<file path="config.mk">
export PLATFORM = sky130hd
export DESIGN_NAME = mac_accum_bank
export DESIGN_NICKNAME = d
export VERILOG_FILES = /design/src/rtl/mac_accum_bank.sv
export SDC_FILE = /design/constraint.sdc
export NUM_CORES = 1
export LEC_CHECK = 0
export CAP_MARGIN = 15
export CORE_AREA = 4 4 110 112
export CTS_CLUSTER_DIAMETER = 60
export DETAILED_ROUTE_END_ITERATION = 10
export DIE_AREA = 0 0 114 116
export GPL_TIMING_DRIVEN = 0
export SETUP_SLACK_MARGIN = 0.02
export SYNTH_ARGS = -nofsm -noshare
export SYNTH_HDL_FRONTEND = slang
export SYNTH_SLANG_ARGS = --single-unit
</file>
<file path="constraint.sdc">
create_clock -name clk -period 2.02 [get_ports clk]
set_input_delay 0.303 -clock clk [delete_from_list [all_inputs] [get_ports clk]]
set_output_delay 0.303 -clock clk [all_outputs]
set_load 0.05 [all_outputs]
</file>
<file path="src/rtl/mac_accum_bank.sv">
// Multi-lane multiply-accumulate result bank: sums DEPTH beats per lane, then holds the row until taken.
// Optional feature macro: MAC_SAT_EN (saturating lanes with sticky per-lane ovf); default build wraps.
module mac_accum_bank #(
  parameter  int IN_W  = 8,
  parameter  int ACC_W = 10,
  parameter  int LANES = 4,
  parameter  int DEPTH = 4,
  localparam int CNT_W = (DEPTH > 1) ? $clog2(DEPTH) : 1
) (
  input  logic                   clk,
  input  logic                   rst_n,
  input  logic                   clear,
  input  logic                   in_valid,
  output logic                   in_ready,
  input  logic [LANES*IN_W-1:0]  in_data,
  output logic                   out_valid,
  input  logic                   out_ready,
  output logic [LANES*ACC_W-1:0] out_data,
  output logic [CNT_W-1:0]       beat_cnt,
  output logic [LANES-1:0]       ovf
);

  localparam logic [0:0]       ST_ACC    = 1'b0;
  localparam logic [0:0]       ST_DONE   = 1'b1;
  localparam logic [CNT_W-1:0] LAST_BEAT = CNT_W'(DEPTH - 1);

  logic [0:0]       state;
  logic [ACC_W-1:0] acc      [LANES];
  logic [ACC_W-1:0] acc_next [LANES];
  logic             accept;
  logic             row_done;
  logic             take;

  assign in_ready  = (state == ST_ACC) && !clear;
  assign out_valid = (state == ST_DONE);
  assign accept    = in_valid && in_ready;
  assign row_done  = (beat_cnt == LAST_BEAT);
  assign take      = out_valid && out_ready;

`ifdef MAC_SAT_EN
  logic [ACC_W:0]   sum [LANES];
  logic [LANES-1:0] lane_ovf;

  // One extra carry bit per lane detects overflow; the lane then pins at all-ones.
  always_comb begin
    // NOTE: every output of a combinational block gets a default first so no latch is inferred.
    lane_ovf = '0;
    for (int i = 0; i < LANES; i++) begin
      sum[i]      = {1'b0, acc[i]} + (ACC_W+1)'(in_data[i*IN_W +: IN_W]);
      lane_ovf[i] = sum[i][ACC_W];
      acc_next[i] = sum[i][ACC_W] ? '1 : sum[i][ACC_W-1:0];
    end
  end

  always_ff @(posedge clk or negedge rst_n) begin
    if (!rst_n)      ovf <= '0;
    else if (clear)  ovf <= '0;
    else if (accept) ovf <= ovf | lane_ovf;
    else if (take)   ovf <= '0;
  end
`else
  always_comb begin
    for (int i = 0; i < LANES; i++) begin
      acc_next[i] = acc[i] + ACC_W'(in_data[i*IN_W +: IN_W]);
    end
  end

  assign ovf = '0;
`endif

  always_ff @(posedge clk or negedge rst_n) begin
    if (!rst_n) begin
      state    <= ST_ACC;
      beat_cnt <= '0;
      // NOTE: the accumulator array is reset explicitly; out_data must read zero during reset.
      for (int i = 0; i < LANES; i++) acc[i] <= '0;
    end else if (clear) begin
      state    <= ST_ACC;
      beat_cnt <= '0;
      for (int i = 0; i < LANES; i++) acc[i] <= '0;
    end else if (accept) begin
      // NOTE: non-blocking assignments keep every register update on the same clock edge.
      for (int i = 0; i < LANES; i++) acc[i] <= acc_next[i];
      beat_cnt <= row_done ? '0 : beat_cnt + CNT_W'(1);
      if (row_done) state <= ST_DONE;
    end else if (take) begin
      state <= ST_ACC;
      for (int i = 0; i < LANES; i++) acc[i] <= '0;
    end
  end

  always_comb begin
    out_data = '0;
    for (int i = 0; i < LANES; i++) out_data[i*ACC_W +: ACC_W] = acc[i];
  end

endmodule

</file>
# After elaboration in Yosys (flattened, before gate mapping)
# Index checks and enable logic that the tools add are counted.
[op_classes]
add_sub_neg = 5
mul = 0
div = 0
n_lt_le_gt_ge = 0
eq_ne = 2
shift = 0
n_mux = 10
bitwise = 1
n_reduce_logical = 7
[op_table]
columns = ["operator", "count"]
rows = [
  ["2-to-1 mux 40 bit", 3],
  ["adder 10 x 8 -> 10 bit", 4],
  ["2-to-1 mux 2 bit", 3],
  ["2-to-1 mux 1 bit", 4],
  ["logical AND 1 bit", 3],
  ["!= test 3 x 2 -> 1 bit (second input constant)", 1],
  ["nonzero test 3 bit", 1],
  ["adder 2 x 1 -> 2 bit (second input constant)", 1],
  ["equality test 2 bit (second input constant)", 1],
  ["AND reduction 2 bit", 1],
  ["nonzero test 2 bit", 1],
  ["logical NOT 1 bit", 1],
  ["inverter 1 bit", 1],
]
[word_totals]
ff_bits = 43
latch_bits = 0
ramBits = 0
romBits = 0
input_bits = 37
out_inout_bits = 48
elab_cells = 31
memories = 0

# Logic depth before layout (Yosys ltp)
# Gate-level depths: netlist (run 1).
[depth]
ltp_word = 5
mapped_depth = 8
ltp_nobuf = 8

# Worst setup path before layout (run 1)
# OpenSTA, ideal clock, no wires.
[synth_timing]
path_kind = "register to register"
startpoint = "reg state (netlist: out_valid)"
endpoint = "reg beat_cnt[1]"
setup_time_ns = 0.119
arrival_time_ns = 2.150
required_time_ns = 1.901
slack_ns = -0.249
stages_incl_launch_ff = 6
n_path_buf = 1
synth_period_minus_slack_ns = 2.269
path_cell_list = "dfrtp_1 -> nor2_1 -> nand2_1 -> clkbuf_1 -> nand3b_1 -> nand2_1"
[synth_via]
elab_chain_len = 4
[synth_rtl]
columns = ["item", "line_no", "rtl"]
rows = [
  ["start: declaration", "27", "logic [0:0] state;"],
  ["start signal: assignment", "73", "state <= ST_ACC;"],
  ["start signal: assignment", "78", "state <= ST_ACC;"],
  ["start signal: assignment", "85", "if (row_done) state <= ST_DONE;"],
  ["inverter 1 bit", "34", "assign in_ready = (state == ST_ACC) && !clear;"],
  ["logical AND 1 bit", "34", ""],
  ["named net in_ready", "14", "output logic in_ready,"],
  ["logical AND 1 bit", "36", "assign accept = in_valid && in_ready;"],
  ["nonzero test 2 bit (no source line)", "-", ""],
  ["end signal: assignment", "84", "beat_cnt <= row_done ? '0 : beat_cnt + CNT_W'(1);"],
  ["end: declaration", "19", "output logic [CNT_W-1:0] beat_cnt,"],
]
# The timed path passes the listed nets, and every way through them passes these cells.
# A chain may end at the register's enable or synchronous reset.

# Worst setup path in the final report (run 1)
[layout_timing]
startpoint = "reg acc (netlist bit out_data[30])"
endpoint = "reg acc (netlist bit out_data[36])"
[layout_via]
elab_chain_len = 3
[layout_rtl]
columns = ["item", "line_no", "rtl"]
rows = [
  ["start: declaration", "28", "logic [ACC_W-1:0] acc [LANES];"],
  ["adder 10 x 8 -> 10 bit", "64", "acc_next[i] = acc[i] + ACC_W'(in_data[i*IN_W +: IN_W]);"],
  ["2-to-1 mux 40 bit", "81", "end else if (accept) begin"],
  ["2-to-1 mux 40 bit", "77", "end else if (clear) begin"],
]
# No other way between the ends.

==> results of run 1 <==
sequential cells by signal, summed over array words and instances (netlist names):
name,count
out_data,40
beat_cnt,2
out_valid,1
logic make-up (layout without fill, tap and decap cells):
logic type | after synthesis | after routing
muxes | 4 | 4
xor gates and xnor gates | 22 | 22
other | 1 | 4
buffers and inverters | 17 | 116
and+or+nand+nor | 78 | 78
adders and majority gates | 37 | 37
DFF | 43 | 43
AOI/OAI and AO/OA | 114 | 114
Yosys cell counts (2+ instances only):
library cell	instances
dfrtp_1	43
nand2_1	34
ha_1	33
o21ai_1	26
o21ai_0	18
a21o_1	13
xor2_1	13
a211oi_1	12
a21oi_1	12
a22o_1	10
nand3_1	10
nor2_1	9
xnor2_1	9
inv_1	7
nand2b_1	7
nor3_1	6
buf_2	5
a31oi_1	4
and3_1	4
buf_4	4
fa_1	4
mux2i_1	4
a221oi_2	3
o21a_1	3
a211o_1	2
a32o_1	2
nor2b_1	2
nor4_1	2
o2111ai_1	2
o21bai_1	2
metal layers:
| metal | vias to the layer above | share of wire | GRT usage |
|---|---|---|---|
| met5 | - | 0 | 0 |
| met4 | 0 | 0.0055 | 0.0238 |
| met3 | 5 | 0.036 | 0.0266 |
| met2 | 51 | 0.50 | 0.230 |
| met1 | 1320 | 0.46 | 0.172 |
| li1 | 1366 | - | - |
cell type report:
class / count / area, µm² / area share
clock buffers: 8 / 156 / 0.0359
multi-input cells: 259 / 1960 / 0.450
repair buffers: 91 / 888 / 0.204
flip-flops and latches: 43 / 1080 / 0.249
well taps: 143 / 179 / 0.0411
plain buffers: 10 / 60.1 / 0.0138
inverters: 7 / 26.3 / 0.00604
where the power goes:
group	internal, mW	switching [mW]	total (mW)
registers	0.962	0.0922	1.05
clock network	0.527	0.337	0.865
logic	0.628	0.915	1.54
what timing repair did:
action / CTS / global route
setup endpoints to repair: 15 / 7
resized for setup: 7 / 3
hold buffers: 1 / 0
pin swaps: 12 / 9
setup buffers: 8 / 1
hold endpoints to repair: 1 / 0
placed cells by master, fill, tap and decap left out, types with 7 or more instances in the layout:
cell / instances
a211oi_1: 9
dfrtp_1: 36
nor2_1: 8
buf_4: 13
clkdlybuf4s50_1: 75
nand2_1: 34
o21ai_0: 18
o21ai_1: 26
nand3_1: 10
xnor2_1: 9
xor2_1: 13
nand2b_1: 7
a21o_1: 13
a21oi_1: 10
ha_1: 28
dfrtp_2: 7
a22o_1: 10
worst paths after layout:
| check | to | slack [ns] | depth (start not counted) |
|---|---|---|---|
| setup reg to reg | out_data[36] | 0.04 | 7 |
| max in group asynchronous | out_data[0] | 0.96 | 3 |
| hold reg to reg | out_data[38] | 0.50 | 1 |
| min in group asynchronous | out_data[30] | 0.53 | 2 |
| hold / removal | out_data[38] | 0.50 | 1 |
| setup / recovery | out_data[36] | 0.04 | 7 |
stage by stage:
stage               cells  setup slack, ns  power, mW  setup TNS, ns   util
floorplan             319         -0.00590       2.11        -0.0118      -
global placement      542            -1.02       2.57         -42.54  0.364
detailed placement    543           -0.354       2.58          -5.47  0.365
CTS                   560           0.0243       3.50              0  0.385
global route          561          -0.0177       3.69        -0.0177  0.388
finish                561           0.0426       3.46              0  0.388
critical path, cell delays in order (launching register included):
cell	delay, ns
dfrtp_2	0.42
ha_4	0.18
fa_2	0.39
a211o_1	0.27
a21oi_2	0.15
o21bai_1	0.10
xor2_1	0.15
a22o_1	0.20
==> impl_metrics.csv, run 1 <==
group,metric,value,unit
yosys,synth_area,3030,µm²
route,dr.pass1.iters,4,
critical_path,crit_start,"out_data[30]",
global_routing,grt_pass1_wl,13900,µm
global_routing,overflow,0,
critical_path,start_kind,"flop",
yosys,ys_seq_area_frac,0.355,
global_routing,grt_max_degree,27,
yosys,yosys.area.top_type,"dfrtp_1",
floorplanning,die-area,13200,µm²
critical_path,r2r_start,"out_data[30]",
cells_and_area,drive_gt1_frac,0.136,
yosys,synthArstFlopShare,1.00,
clocking,insertion_delay,0.28,ns
clocking,clock-sinks,43,
yosys,synthSimpleGateAreaFrac,0.122,
cells_and_area,diodes,0,
pwr,vdd_drop_max,0.339,mV
pwr,total_leakage_power,1.96,nW
critical_path,crit_fanout,3,
clocking,cts_tree,"done",
critical_path,critPathArrivalTime,2.14,ns
yosys,synth_edf_count,0,
pwr,power_density,796,nW/µm²
yosys,yosysTopAreaCellShare,0.355,
sta,finClkSkew,0.00304,ns
critical_path,endpoint_kind,"flop",
route,via_count,2742,
placed_design,place_hpwl,6490,µm
sta,fin_crit,1.98,ns
sta,rsz0062_at_grt,"true",
yosys,synth_cell_type_count,41,
floorplanning,core_area,11200,µm²
global_routing,grt_use_total,0.132,
floorplanning,rows,39,
cells_and_area,final_area,4350,µm²
clocking,htreeDepth,2,
yosys,ys_dominant_reg_cell,"dfrtp_1",
sta,slew_violations,0,
sta,worstMarginPinSlew,0.541,ns
job,drv_cap,0,
yosys,synthTopCellsByArea,"dfrtp_1 (36%), ha_1 (14%), o21ai_1 (4.3%)",
route,post_drt_wl_per_cell,15.3,µm
global_routing,grt_pass1_vias,2766,
clocking,cts_buffer_depth,2,
sta,fmax,0.506,GHz
floorplanning,die-width,114,µm
route,drt_iter0_drc,83,
floorplanning,die_y,116,µm
sta,relSlewSlack,0.638,
sta,hold_violations,0,
worst_hold_path,worstHoldStart,"out_data[38]",
status,status,"complete, no violations",
cells_and_area,fillCellCount,1140,
placed_design,place.port_buffers,80,
yosys,synth_cells,316,
floorplanning,io_pins,85,
cells_and_area,fin_nets,491,
floorplanning,initial_core_util,0.270,
sta,fin_crit_sh,0.979,
critical_path,crit_type,"reg -> reg",
yosys,synth_adder_area_share,0.163,
yosys,syn_avg_cell_area,9.59,µm²
route,via_per_inst,4.89,
yosys,synth-compound-area-share,0.254,
route,antenna_left,0,
sta,hold_slack,0.502,ns
critical_path,worstPathRequired,2.19,ns
placed_design,dpl-instance-area,4100,µm²
clocking,numCtsBuffers,5,
cells_and_area,syn2layout_area_growth,43.7,%
yosys,yosys_warnings,0,
worst_hold_path,hold_path_class,"reg -> reg",
clocking,cts-root-buf,"clkbuf_16",
yosys,synth_top_family_by_area,"compound AO/OA/AOI/OAI gates",
clocking,path_clk_slew,0.06,ns
route,drc,0,
yosys,synth-xor-area-share,0.0636,
yosys,synth.area.mux_share,0.0132,
global_routing,grt_antenna_before_repair,0,
yosys,ys_ff_latch,43,
sta,setup_viol,0,
route,wirelength,8590,µm
placed_design,gp_congestion,0.845,
No activity file was read; power rests on OpenSTA's default activity.
==> run 2: changes to the inputs <==
ABC_AREA = 1   (was unset)
CORE_AREA = 4 4 113 115   (was 4 4 110 112)
DIE_AREA = 0 0 117 119   (was 0 0 114 116)
SLEW_MARGIN = 20   (was unset)
TNS_END_PERCENT = 100   (was unset)
==> impl_metrics.csv, run 2 <==
group,metric,value,unit
yosys,synth_cell_type_count,30,
global_routing,grt_max_degree,25,
yosys,synthTopCellsByArea,"dfrtp_1 (33%), nand2_1 (19%), ha_1 (13%)",
route,maxUsedRoutingLayer,"met4",
yosys,synth_edf_count,0,
yosys,ys_ff_latch,43,
pwr,swShare,0.419,
yosys,synth_common_cells,"nand2_1 (162), dfrtp_1 (43), nand3_1 (38), ha_1 (33), inv_1 (33)",
route,dr.pass1.iters,4,
yosys,yosys_warnings,0,
clocking,cts-root-buf,"clkbuf_16",
critical_path,crit_family,"buffers and inverters",
cells_and_area,fin_cells,680,
critical_path,crit_type,"in -> out",
route,wl_met3,452,µm
clocking,clock-sinks,43,
floorplanning,initial_core_util,0.274,
placed_design,place.port_buffers,80,
sta,setup_tns,0,ns
cells_and_area,largest_register_ffs,40,
clocking,path_clk_slew,0.07,ns
pwr,p_int,2.28,mW
sta,relSlewSlack,0.579,
global_routing,grt_use_total,0.139,
route,post_drt_wl_per_cell,13.6,µm
sta,fin_crit_sh,0.931,
cells_and_area,syn2layout_area_growth,36.9,%
floorplanning,io_pins,85,
critical_path,start_kind,"primary input",
clocking,postCtsSetupRepairBufs,0,
critical_path,path_cells,"clkdlybuf4s50_1 -> nor2_2 -> dlygate4sd2_1",
clocking,cts_buffer_depth,2,
critical_path,crit_fanout,3,
sta,fmax,0.532,GHz
critical_path,path_buf_inv,2,
status,status,"complete, no violations",
pwr,p_comb_frac,0.465,
global_routing,grt_antenna_before_repair,0,
yosys,yosys.area.top_type,"dfrtp_1",
yosys,ys_seq_area_frac,0.332,
route,antenna_left,0,
sta,fin_crit,1.88,ns
floorplanning,rows,40,
sta,worstMarginPinSlew,0.632,ns
sta,hold_violations,0,
placed_design,placed_cells,671,
clocking,cts_tree,"done",
yosys,synth_cells,440,
cells_and_area,final_common_cell,"nand2_1",
floorplanning,die-width,117,µm
sta,finClkSkew,0.00668,ns
pwr,vdd_drop_max,0.338,mV
yosys,synthArstFlopShare,1.00,
clocking,htreeDepth,2,
floorplanning,die-area,13900,µm²
placed_design,gp_congestion,0.817,
critical_path,worstPathRequired,1.72,ns
sta,setup_slack,0.140,ns
worst_hold_path,hold_path_class,"in -> async",
cells_and_area,final_cell_mix,"nand2_1 (161), clkdlybuf4s50_1 (78), dfrtp_1 (43)",
route,drt_iter0_drc,100,
yosys,ys_dominant_reg_cell,"dfrtp_1",
clocking,insertion_delay,0.30,ns
yosys,syn_avg_cell_area,7.36,µm²
floorplanning,core_area,11800,µm²
critical_path,endpoint_kind,"output pin",
route,drc,0,
clocking,numCtsBuffers,5,
route,wl_met2,4310,µm
pwr,total_leakage_power,2.21,nW
sta,rsz0062_at_grt,"false",
sta,hold_slack,0.517,ns
yosys,yosysMostFrequentCell,"nand2_1",
pwr,switchingPower,1.64,mW
route,via_per_inst,4.60,
route,via_count,3128,
global_routing,grt_pass1_vias,3234,
global_routing,grt_pass1_wl,15400,µm
critical_path,crit_path_top_delay_cell,"dlygate4sd2_1",
placed_design,place_ws,-0.166,ns
floorplanning,die_y,119,µm
route,wirelength,9240,µm
critical_path,cpPeakStageDelay,0.56,ns
global_routing,overflow,0,
pwr,p_seq_frac,0.283,
yosys,synth_area,3240,µm²
pwr,power_density,885,nW/µm²
cells_and_area,fin_nets,606,
route,wl_met1,4340,µm
cells_and_area,drive_gt1_frac,0.0507,
sta,setup_viol,0,
cells_and_area,fin_util,0.376,
job,drv_cap,0,
placed_design,place_hpwl,7090,µm
yosys,yosysTopAreaCellShare,0.332,
cells_and_area,diodes,0,
pwr,clock_power_share,0.252,
sta,slew_violations,0,
critical_path,critPathArrivalTime,1.58,ns
[run 2: path summary, 6_finish.rpt]
kind                              start            to  slack, ns  depth (start not counted)
setup / recovery                  clear      in_ready       0.14                          3
hold / removal                    rst_n  out_data[15]       0.52                          2
setup reg to reg            out_data[0]   out_data[6]       0.26                         11
hold reg to reg            out_data[17]  out_data[17]       0.52                          2
max in group asynchronous         rst_n  out_data[26]       0.99                          3
min in group clk           out_data[17]  out_data[17]       0.52                          2
[run 2: logic make-up after synthesis]
| group | Yosys count | synth area share |
|---|---|---|
| AND/OR/NAND/NOR | 246 | 0.316 |
| AO/OA/AOI/OAI | 57 | 0.105 |
| adder cells (fa/ha/maj) | 37 | 0.152 |
| flip-flops | 43 | 0.332 |
| other | 1 | 0.00116 |
| buffers and inverters | 46 | 0.0664 |
| XOR/XNOR | 10 | 0.0270 |
[run 2: metrics by stage]
stage	power, mW	instance area (µm²)
after floorplan	2.38	3250
after detailed placement	2.96	4250
after global routing	4.20	4440
final	3.92	4440
after CTS	3.99	4430
after global placement	2.93	4240
[run 2: layout make-up]
| type | count | area (µm²) |
|---|---|---|
| fill | 1263 | 7380 |
| clock buffer | 6 | 139 |
| timing repair buffer | 82 | 825 |
| multi-input combinational | 354 | 1960 |
| inverter | 35 | 134 |
| sequential | 43 | 1080 |
| buffer | 11 | 81.3 |
| clock inverter | 2 | 35.0 |
| tap | 147 | 184 |
[run 2: per-layer routing]
metal / global-route usage / vias up
met1: 0.179 / 1428
met2: 0.231 / 67
met4: 0.0423 / 0
met3: 0.0305 / 10
met5: 0 / -
li1: - / 1623
[run 2: timing repair]
| action | CTS | global route |
|---|---|---|
| hold endpoints to repair | 7 | 0 |
| gates cloned | 0 | 0 |
| hold buffers | 1 | 0 |
| resized for setup | 1 | 1 |
| pin swaps | 0 | 0 |
| endpoints found under the setup margin | 1 | 1 |
[run 2: power groups by stage]
stage | Sequential (mW) | Combinational (mW) | Clock [mW]
after floorplan | 1.56 | 0.827 | 0
after detailed placement | 1.13 | 1.83 | 0
after global routing | 1.13 | 2.01 | 1.05
after global placement | 1.12 | 1.81 | 0
after CTS | 1.11 | 1.85 | 1.03
final | 1.11 | 1.83 | 0.990
==> run 3: changes to the inputs <==
CTS_BUF_LIST = sky130_fd_sc_hd__clkbuf_4   (was unset)
TNS_END_PERCENT = unset   (was 100)
==> impl_metrics.csv, run 3 (synthesized netlist as in run 2, its figures left out) <==
group,metric,value,unit
cells_and_area,diodes,0,
route,via_per_inst,4.59,
route,antenna_left,0,
critical_path,critPathArrivalTime,1.62,ns
critical_path,cpPeakStageDelay,0.81,ns
route,wirelength,9050,µm
critical_path,path_cells,"clkdlybuf4s50_1",
clocking,insertion_delay,0.40,ns
global_routing,grt_max_degree,25,
clocking,numCtsBuffers,5,
clocking,htreeDepth,2,
sta,worstMarginPinSlew,0.649,ns
status,status,"complete, no violations",
global_routing,grt_pass1_wl,15200,µm
floorplanning,die-area,13900,µm²
sta,fin_crit_sh,0.954,
pwr,p_seq_frac,0.316,
placed_design,place.port_buffers,80,
clocking,clock-sinks,43,
placed_design,place_hpwl,7090,µm
floorplanning,initial_core_util,0.274,
sta,fmax,0.519,GHz
route,post_drt_wl_per_cell,13.3,µm
sta,slew_violations,0,
cells_and_area,syn2layout_area_growth,34.7,%
critical_path,endpoint_kind,"output pin",
pwr,total_leakage_power,2.48,nW
sta,finClkSkew,0.0118,ns
pwr,power,3.49,mW
clocking,cts_buffer_depth,2,
route,drc,0,
critical_path,r2r_slack,0.23,ns
sta,fin_crit,1.93,ns
cells_and_area,final_cell_mix,"nand2_1 (162), clkdlybuf4s50_1 (49), dfrtp_1 (43)",
critical_path,crit_fanout,3,
clocking,cts_tree,"done",
cells_and_area,drive_gt1_frac,0.0469,
route,drt_iter0_drc,113,
critical_path,crit_path_top_delay_cell,"clkdlybuf4s50_1",
cells_and_area,fin_nets,606,
job,drv_cap,0,
global_routing,grt_pass1_vias,3166,
pwr,clock_power_share,0.169,
pwr,p_int,1.89,mW
pwr,vdd_drop_max,0.300,mV
cells_and_area,final_area,4360,µm²
clocking,cts-root-buf,"clkbuf_4",
cells_and_area,fillCellCount,1283,
pwr,p_comb_frac,0.514,
pwr,swShare,0.457,
sta,hold_slack,0.398,ns
floorplanning,die-width,117,µm
critical_path,path_buf_inv,1,
sta,rsz0062_at_grt,"false",
worst_hold_path,hold_path_class,"in -> async",
route,dr.pass1.iters,4,
pwr,power_density,800,nW/µm²
global_routing,overflow,0,
sta,setup_tns,0,ns
critical_path,start_kind,"flop",
cells_and_area,multi_input_area,1960,µm²
global_routing,grt_use_total,0.139,
sta,hold_violations,0,
global_routing,grt_antenna_before_repair,0,
floorplanning,io_pins,85,
critical_path,worstPathRequired,1.72,ns
sta,relSlewSlack,0.567,
cells_and_area,seqCellArea,1080,µm²
cells_and_area,largest_register_ffs,40,
cells_and_area,final_common_cell,"nand2_1",
critical_path,crit_type,"reg -> out",
floorplanning,rows,40,
route,via_count,3124,
critical_path,crit_family,"buffers and inverters",
pwr,switchingPower,1.60,mW
clocking,path_clk_slew,0.15,ns
sta,setup_viol,0,
placed_design,gp_congestion,0.817,
placed_design,dpl-instance-area,4250,µm²
floorplanning,core_area,11800,µm²
cells_and_area,fin_util,0.369,
floorplanning,die_y,119,µm
[run 3: cell types whose count changed in the layout (fill, tap and decap cells not counted), sizes merged]
cell,delta
dlymetal6s2s,+17
clkbuf,-1
clkdlybuf4s50,-29
dlygate4sd2,+12
clkinv,+1
[run 3: area by class of cell]
type                       count  area share
inverter                      35      0.0307
buffer                        11      0.0186
multi-input combinational    354       0.449
sequential                    43       0.247
clock buffer                   5     0.00860
timing repair buffer          82       0.195
clock inverter                 3     0.00889
tap                          147      0.0422
[run 3: path summary, 6_finish.rpt]
path                              startpoint      endpoint  cells after the start
worst max-delay path            out_data[26]  out_data[26]                      1
worst min-delay path                   rst_n  out_data[22]                      2
worst max register to register   out_data[0]   out_data[6]                     11
worst min register to register   beat_cnt[0]   beat_cnt[0]                      1
max in group asynchronous              rst_n   out_data[2]                      3
min in group clk                 beat_cnt[0]   beat_cnt[0]                      1
[run 3: power groups by stage]
stage / Sequential, mW / Combinational, mW / Clock [mW]
final: 1.10 / 1.79 / 0.591
after CTS: 1.11 / 1.82 / 0.631
after detailed placement: 1.13 / 1.83 / 0
after global placement: 1.12 / 1.81 / 0
after floorplan: 1.56 / 0.827 / 0
after global routing: 1.13 / 1.99 / 0.661
[run 3: worst register-to-register path, stage by stage (launching register included)]
cell and delay, ns:
dfrtp_1 0.40, ha_1 0.20, inv_1 0.06, fa_1 0.40
inv_1 0.07, nand3_1 0.06, nand2_1 0.13, nand3_1 0.11
nand2_1 0.07, nand2_1 0.05, nand3_1 0.07, nand2_1 0.06
[run 3: layer usage]
metal / global-route usage / vias to the layer above / part of all wire
met5: 0 / - / 0
met4: 0.0452 / 0 / 0.014
met1: 0.181 / 1415 / 0.47
met3: 0.0335 / 8 / 0.052
met2: 0.225 / 72 / 0.47
li1: - / 1629 / -
[run 3: repair_timing]
item | 4_1_cts | 5_1_grt
setup endpoints to repair | 13 | 17
cloned | 0 | 0
resized for setup | 13 | 17
setup buffers | 0 | 0
hold buffers | 1 | 0
endpoints found under the hold margin | 19 | 0
[run 3: per-stage QoR]
step           setup WS [ns]  instances
2_1_floorplan         0.0655        443
3_3_place_gp          -0.773        670
3_5_place_dp          -0.166        671
4_1_cts               0.0233        680
5_1_grt               0.0240        680
6_report              0.0928        680
